--- src/rtl/game_pkg.sv ---
// Shared types and sizes for the collision frame statistics block.
// Optional bounding-box fields are controlled by COLLISION_STATS_BBOX_EN.
package game_pkg;

    localparam int unsigned PIX_CNT_W         = 20;
    localparam int unsigned HCOUNT_W          = 11;
    localparam int unsigned VCOUNT_W          = 10;
    localparam int unsigned FRAME_ID_W        = 8;
    localparam int unsigned DEPTH_W           = 8;
    localparam int unsigned DROP_W            = 8;
    localparam int unsigned DEF_SCREEN_WIDTH  = 1280;
    localparam int unsigned DEF_SCREEN_HEIGHT = 720;

`ifdef COLLISION_STATS_BBOX_EN
    typedef struct packed {
        logic                bbox_valid;
        logic [HCOUNT_W-1:0] hmin;
        logic [HCOUNT_W-1:0] hmax;
        logic [VCOUNT_W-1:0] vmin;
        logic [VCOUNT_W-1:0] vmax;
    } bbox_t;

    // Empty box: min at the top of the range so the first hit replaces it.
    localparam bbox_t BBOX_INIT = '{bbox_valid: 1'b0,
                                    hmin: {HCOUNT_W{1'b1}}, hmax: '0,
                                    vmin: {VCOUNT_W{1'b1}}, vmax: '0};
`endif

    typedef struct packed {
        logic [FRAME_ID_W-1:0] frame_id;
        logic [DEPTH_W-1:0]    wall_depth;
        logic [PIX_CNT_W-1:0]  wall_cnt;
        logic [PIX_CNT_W-1:0]  person_cnt;
        logic [PIX_CNT_W-1:0]  coll_cnt;
        logic                  hot;
`ifdef COLLISION_STATS_BBOX_EN
        bbox_t                 bbox;
`endif
    } frame_stats_t;

endpackage

--- src/rtl/pixel_accumulator.sv ---
// Per-frame wall/person/collision pixel counters with frame-end detection.
// Collision bounding box added when COLLISION_STATS_BBOX_EN is defined.
module pixel_accumulator
    import game_pkg::*;
#(
    parameter int unsigned SCREEN_WIDTH  = DEF_SCREEN_WIDTH,
    parameter int unsigned SCREEN_HEIGHT = DEF_SCREEN_HEIGHT
) (
    input  logic                 clk_in,
    input  logic                 rst_n_in,
    input  logic [HCOUNT_W-1:0]  hcount_in,
    input  logic [VCOUNT_W-1:0]  vcount_in,
    input  logic                 data_valid_in,
    input  logic                 is_wall_in,
    input  logic                 is_person_in,
    input  logic                 is_collision_in,
    output logic                 frame_end_c_o,
    output logic [PIX_CNT_W-1:0] wall_final_c_o,
    output logic [PIX_CNT_W-1:0] person_final_c_o,
    output logic [PIX_CNT_W-1:0] coll_final_c_o
`ifdef COLLISION_STATS_BBOX_EN
    ,
    output bbox_t                bbox_final_c_o
`endif
);

    logic [PIX_CNT_W-1:0] wall_q, wall_d;
    logic [PIX_CNT_W-1:0] person_q, person_d;
    logic [PIX_CNT_W-1:0] coll_q, coll_d;

    assign frame_end_c_o = data_valid_in
                        && (hcount_in == HCOUNT_W'(SCREEN_WIDTH - 1))
                        && (vcount_in == VCOUNT_W'(SCREEN_HEIGHT - 1));

    // Final values include the current pixel so the frame-end pixel is counted.
    always_comb begin
        wall_final_c_o   = wall_q   + PIX_CNT_W'(data_valid_in && is_wall_in);
        person_final_c_o = person_q + PIX_CNT_W'(data_valid_in && is_person_in);
        coll_final_c_o   = coll_q   + PIX_CNT_W'(data_valid_in && is_collision_in);
        wall_d   = frame_end_c_o ? '0 : wall_final_c_o;
        person_d = frame_end_c_o ? '0 : person_final_c_o;
        coll_d   = frame_end_c_o ? '0 : coll_final_c_o;
    end

    always_ff @(posedge clk_in or negedge rst_n_in) begin
        if (!rst_n_in) begin
            wall_q   <= '0;
            person_q <= '0;
            coll_q   <= '0;
        end else begin
            wall_q   <= wall_d;
            person_q <= person_d;
            coll_q   <= coll_d;
        end
    end

`ifdef COLLISION_STATS_BBOX_EN
    bbox_t bbox_q, bbox_d;

    always_comb begin
        bbox_final_c_o = bbox_q;
        if (data_valid_in && is_collision_in) begin
            bbox_final_c_o.bbox_valid = 1'b1;
            if (hcount_in < bbox_q.hmin) bbox_final_c_o.hmin = hcount_in;
            if (hcount_in > bbox_q.hmax) bbox_final_c_o.hmax = hcount_in;
            if (vcount_in < bbox_q.vmin) bbox_final_c_o.vmin = vcount_in;
            if (vcount_in > bbox_q.vmax) bbox_final_c_o.vmax = vcount_in;
        end
        bbox_d = frame_end_c_o ? BBOX_INIT : bbox_final_c_o;
    end

    always_ff @(posedge clk_in or negedge rst_n_in) begin
        if (!rst_n_in) bbox_q <= BBOX_INIT;
        else           bbox_q <= bbox_d;
    end
`endif

endmodule

--- src/rtl/collision_frame_stats.sv ---
// Per-frame collision summary with valid/ready output, round peak and hot streak.
// Bounding-box reporting is enabled by COLLISION_STATS_BBOX_EN.
module collision_frame_stats
    import game_pkg::*;
#(
    parameter int unsigned SCREEN_WIDTH        = DEF_SCREEN_WIDTH,
    parameter int unsigned SCREEN_HEIGHT       = DEF_SCREEN_HEIGHT,
    parameter int unsigned COLLISION_THRESHOLD = 65536,
    parameter int unsigned STREAK_BITS         = 4
) (
    input  logic                   clk_in,
    input  logic                   rst_n_in,
    input  logic [HCOUNT_W-1:0]    hcount_in,
    input  logic [VCOUNT_W-1:0]    vcount_in,
    input  logic                   data_valid_in,
    input  logic                   is_wall_in,
    input  logic                   is_person_in,
    input  logic                   is_collision_in,
    input  logic [DEPTH_W-1:0]     wall_depth_in,
    input  logic                   round_start_in,
    output logic                   stats_valid_out,
    input  logic                   stats_ready_in,
    output frame_stats_t           stats_out,
    output logic [PIX_CNT_W-1:0]   peak_collisions_out,
    output logic [STREAK_BITS-1:0] hot_streak_out,
    output logic [DROP_W-1:0]      dropped_frames_out
);

    logic                 frame_end_c;
    logic [PIX_CNT_W-1:0] wall_fin_c, person_fin_c, coll_fin_c;
`ifdef COLLISION_STATS_BBOX_EN
    bbox_t                bbox_fin_c;
`endif

    pixel_accumulator #(
        .SCREEN_WIDTH  (SCREEN_WIDTH),
        .SCREEN_HEIGHT (SCREEN_HEIGHT)
    ) u_acc (
        .clk_in           (clk_in),
        .rst_n_in         (rst_n_in),
        .hcount_in        (hcount_in),
        .vcount_in        (vcount_in),
        .data_valid_in    (data_valid_in),
        .is_wall_in       (is_wall_in),
        .is_person_in     (is_person_in),
        .is_collision_in  (is_collision_in),
        .frame_end_c_o    (frame_end_c),
        .wall_final_c_o   (wall_fin_c),
        .person_final_c_o (person_fin_c),
        .coll_final_c_o   (coll_fin_c)
`ifdef COLLISION_STATS_BBOX_EN
        ,
        .bbox_final_c_o   (bbox_fin_c)
`endif
    );

    frame_stats_t           stats_q, stats_d, snap_c;
    logic                   valid_q, valid_d;
    logic [FRAME_ID_W-1:0]  frame_id_q, frame_id_d;
    logic [PIX_CNT_W-1:0]   peak_q, peak_d;
    logic [STREAK_BITS-1:0] streak_q, streak_d;
    logic [DROP_W-1:0]      dropped_q, dropped_d;

    always_comb begin
        snap_c            = '0;
        snap_c.frame_id   = frame_id_q;
        snap_c.wall_depth = wall_depth_in;
        snap_c.wall_cnt   = wall_fin_c;
        snap_c.person_cnt = person_fin_c;
        snap_c.coll_cnt   = coll_fin_c;
        snap_c.hot        = (coll_fin_c >= PIX_CNT_W'(COLLISION_THRESHOLD));
`ifdef COLLISION_STATS_BBOX_EN
        snap_c.bbox       = bbox_fin_c;
`endif

        stats_d    = stats_q;
        valid_d    = valid_q;
        frame_id_d = frame_id_q;
        peak_d     = peak_q;
        streak_d   = streak_q;
        dropped_d  = dropped_q;

        if (valid_q && stats_ready_in) valid_d = 1'b0;
        if (round_start_in) begin
            peak_d   = '0;
            streak_d = '0;
        end

        // A snapshot loads only if the holding register is empty or draining now.
        if (frame_end_c) begin
            frame_id_d = frame_id_q + FRAME_ID_W'(1);
            if (!valid_q || stats_ready_in) begin
                stats_d = snap_c;
                valid_d = 1'b1;
            end else if (dropped_q != {DROP_W{1'b1}}) begin
                dropped_d = dropped_q + DROP_W'(1);
            end

            if (round_start_in || (coll_fin_c > peak_q)) peak_d = coll_fin_c;

            if (!snap_c.hot)                         streak_d = '0;
            else if (round_start_in)                 streak_d = STREAK_BITS'(1);
            else if (streak_q != {STREAK_BITS{1'b1}}) streak_d = streak_q + STREAK_BITS'(1);
        end
    end

    always_ff @(posedge clk_in or negedge rst_n_in) begin
        if (!rst_n_in) begin
            stats_q    <= '0;
            valid_q    <= 1'b0;
            frame_id_q <= '0;
            peak_q     <= '0;
            streak_q   <= '0;
            dropped_q  <= '0;
        end else begin
            stats_q    <= stats_d;
            valid_q    <= valid_d;
            frame_id_q <= frame_id_d;
            peak_q     <= peak_d;
            streak_q   <= streak_d;
            dropped_q  <= dropped_d;
        end
    end

    assign stats_out           = stats_q;
    assign stats_valid_out     = valid_q;
    assign peak_collisions_out = peak_q;
    assign hot_streak_out      = streak_q;
    assign dropped_frames_out  = dropped_q;

endmodule

--- config.mk ---
export PLATFORM = sky130hd
export DESIGN_NAME = collision_frame_stats
export DESIGN_NICKNAME = d
export VERILOG_FILES = /design/src/rtl/game_pkg.sv /design/src/rtl/pixel_accumulator.sv /design/src/rtl/collision_frame_stats.sv
export SDC_FILE = /design/constraint.sdc
export NUM_CORES = 1
export LEC_CHECK = 0
export CELL_PAD_IN_SITES_DETAIL_PLACEMENT = 1
export CELL_PAD_IN_SITES_GLOBAL_PLACEMENT = 2
export CORE_UTILIZATION = 37
export CTS_BUF_LIST = sky130_fd_sc_hd__clkbuf_8
export CTS_CLUSTER_SIZE = 12
export DETAILED_ROUTE_END_ITERATION = 10
export PLACE_DENSITY_LB_ADDON = 0.1
export SLEW_MARGIN = 5
export SYNTH_ARGS = -nofsm -noshare
export SYNTH_HDL_FRONTEND = slang
export SYNTH_SLANG_ARGS = --single-unit
--- constraint.sdc ---
create_clock -name clk_in -period 5.61 [get_ports clk_in]
set_input_delay 1.122 -clock clk_in [delete_from_list [all_inputs] [get_ports clk_in]]
set_output_delay 1.122 -clock clk_in [all_outputs]
set_load 0.02 [all_outputs]
==> metrics.md <==
| Metric | Value |
|---|---|
| Outcome | `finished, final reports clean` |
| Final count of hold timing violations | `0` |
| Total power | `2660 uW` |
| Drt drc | `0` |
| Dpl hpwl | `14,600 um` |
| Layout cells sized above 1 | `0.0647` |
| Setup CP Type | `in2reg` |
| Area after DPL | `0.00982 mm^2` |
| Antenna viol nets, final | `0` |
| Grt total ovfl | `0` |
| Synth Area per Inst | `10.5 um^2` |
| Most frequent cells in the layout | `178 x dfrtp_1, 145 x clkdlybuf4s50_1, 88 x nand2_1, 71 x nor2_1, 58 x o21ai_1` |
| Unrepaired setup endpoints after global routing | `false` |
| Total track usage | `0.193` |
| P_leak | `0.00478 uW` |
| Row cnt | `53` |
| Clock transition at path regs | `0.10 ns` |
| Die area | `0.0221 mm^2` |
| Setup violators final | `0` |
| Cells after Synth | `759` |
| Sequential share of the synthesized area | `0.559` |
| Crit. End Element | `flop` |
| CP delay by family, top | `simple AND/OR/NAND/NOR gates` |
| Post-layout util | `0.486` |
| Critical Path RT | `5.99 ns` |
| Initial DRT Pass Iterations | `4` |
| Cell Chain, Critical Path | `clkdlybuf4s50_1 > and2_1 > ha_1 > nand2_1 > nor2_1 > and2_1 > nand4_1 > xor2_1 > inv_1 > ha_1 > nand4_1 > nor4_1 > nand2_1 > nand4bb_1 > buf_4 > nand3b_1 > o22ai_1` |
| Post-layout minimum cycle time | `4.58 ns` |
| Max VDD drop | `0.128 mV` |
| First-pass GRT wire length | `33,400 um` |
| Nets | `981` |
| Worst path depth | `17` |
| Yosys cell types | `44` |
| Critical Path Fanout Max | `19` |
| CP Data Arrival Time | `4.96 ns` |
| Die Span X | `149 um` |
| Initial core utilization | `0.378` |
| Post-CTS setup buffer count | `0` |
| Power per cell area | `260 mW/mm^2` |
| Inserted Clock Buffers | `17` |
| Number of top-level pins | `147` |
| Initial drt markers | `208` |
| Clock Sinks | `178` |
| Yosys reg bits | `178` |
| Dominant synthesized flop cell | `dfrtp_1` |
| Hold path cells | `1` |
| Worst skew pair latency | `0.47 ns` |
| Yosys top cell by area | `dfrtp_1` |
| CTS tree | `built` |
| Via count | `6,041` |
| Period utilisation layout | `0.817` |
| Final setup TNS | `0 ns` |
| Fmax | `218 MHz` |
| Antenna cells | `0` |
| Path depth of the worst reg2reg path | `14` |
| Root Driver | `clkbuf_8` |
| Largest net degree at the start of global routing | `99` |
| IO buf count | `146` |
| YS warnings | `0` |
| Area of the mapped netlist | `0.00798 mm^2` |
| Buffers and inverters on the worst path | `3` |
| Slowest stage delay, CP | `0.54 ns` |
| Die Y | `149 um` |
| Slew HR | `0.364` |
| Initial antenna violation count | `0` |
| Final Non-Filler Cells | `1,203` |
| Vias in the first global route | `6,429` |
| Routed Wire Length | `20,200 um` |
| Most common cell after layout, fill and taps aside | `dfrtp_1` |
| Crit-path slowest cell | `clkdlybuf4s50_1` |
| CTS hold repair buffers | `0` |
| CTS max path bufs | `2` |
| Top cell type's share of synthesized area | `0.559` |
| Area grow syn2layout | `28.4%` |
| H-tree levels | `4` |
| Max Cap Viol | `0` |
| Wire length per cell | `16.8 um` |
| Core region area | `0.0211 mm^2` |
| Post_cts resized | `0` |
| Ys async rst share | `1.00` |
| Number of flops mapped to enable cells by yosys | `0` |
| Syn Nets | `825` |
| Final Cell Area | `0.0102 mm^2` |
| Placed cells | `1,171` |
| Fill count | `2,318` |
| Max Slew Vio Count | `0` |
| Clk_skew | `0.0191 ns` |
| Gp weighted congestion | `0.781` |
| CP startpoint kind | `input port` |
| Synth top area cells | `dfrtp_1 56%, ha_1 4.5%, xor2_1 4.4%, nand2_1 4.1%, o21ai_1 3.6%` |
| Vias per Instance | `5.02` |
| Worst min path class | `reg2reg` |
| Worst slew pin tran | `0.954 ns` |
[report_power, final]
group	total (uW)	leakage (uW)	switching (uW)	internal, uW
registers	1400	0.00245	56.7	1350
clock network	941	0.000210	521	420
logic	318	0.00212	189	128
total	2660	0.00478	767	1890
[per-stage QoR]
step / hold WS [ns] / setup slack (ns)
2_1_floorplan: 0.439 / 1.26
3_3_place_gp: 0.466 / 0.726
3_5_place_dp: 0.467 / 0.516
4_1_cts: 0.485 / 1.01
5_1_grt: 0.506 / 0.667
6_report: 0.484 / 1.03
[synthesized netlist by cell type (20+ instances only)]
cell      number
ha_1          29
xnor2_1       30
nor2_1        71
nand3_1       22
nand2_1       88
nand4_1       26
o21ai_1       58
dfrtp_1      178
nand3b_1      20
o22ai_1       20
mux2_1        20
xor2_1        40
inv_1         44
[cell families (layout without fill, tap and decap cells)]
family / after synthesis / in the layout / synth area share
xor gates and xnor gates: 70 / 70 / 0.0769
adders and majority gates: 29 / 29 / 0.0455
DFF: 178 / 178 / 0.559
muxes: 23 / 23 / 0.0322
and+or+nand+nor: 278 / 278 / 0.173
AOI/OAI and AO/OA: 107 / 107 / 0.0764
buffers and inverters: 74 / 243 / 0.0378
[registers in the layout, summed over array words and instances, names as in the netlist]
name / count
dropped_frames_out: 8
u_acc.coll_q: 20
stats_valid_out: 1
u_acc.wall_q: 20
u_acc.person_q: 20
frame_id_q: 8
peak_collisions_out: 20
hot_streak_out: 4
stats_out: 77
[final cells by class]
class                      instances  area (um^2)  area share
clock buffer                      17          234      0.0228
clock inverter                    15          191      0.0187
inverter                          44          165      0.0161
multi-input combinational        507         3230       0.316
sequential                       178         4450       0.435
tap                              275          344      0.0336
timing repair buffer             167         1620       0.158
[final timing paths]
| kind | startpoint | endpoint | slack (ns) |
|---|---|---|---|
| setup / recovery | data_valid_in | peak_collisions_out[2] | 1.03 |
| hold / removal | frame_id_q[7] | frame_id_q[7] | 0.48 |
| setup reg to reg | u_acc.coll_q[5] | peak_collisions_out[2] | 1.91 |
| hold reg to reg | frame_id_q[7] | frame_id_q[7] | 0.48 |
| max in group asynchronous | rst_n_in | hot_streak_out[1] | 3.70 |
| min in group asynchronous | rst_n_in | stats_out[31] | 0.77 |
[per-layer routing]
metal	vias to the layer above	global-route usage	wire [um]
met5	-	0	0
met4	0	0.0673	309
met3	22	0.0284	476
met2	89	0.336	10500
met1	3033	0.246	8990
li1	2897	-	-
Note: power is estimated with default switching activity, not from simulation.
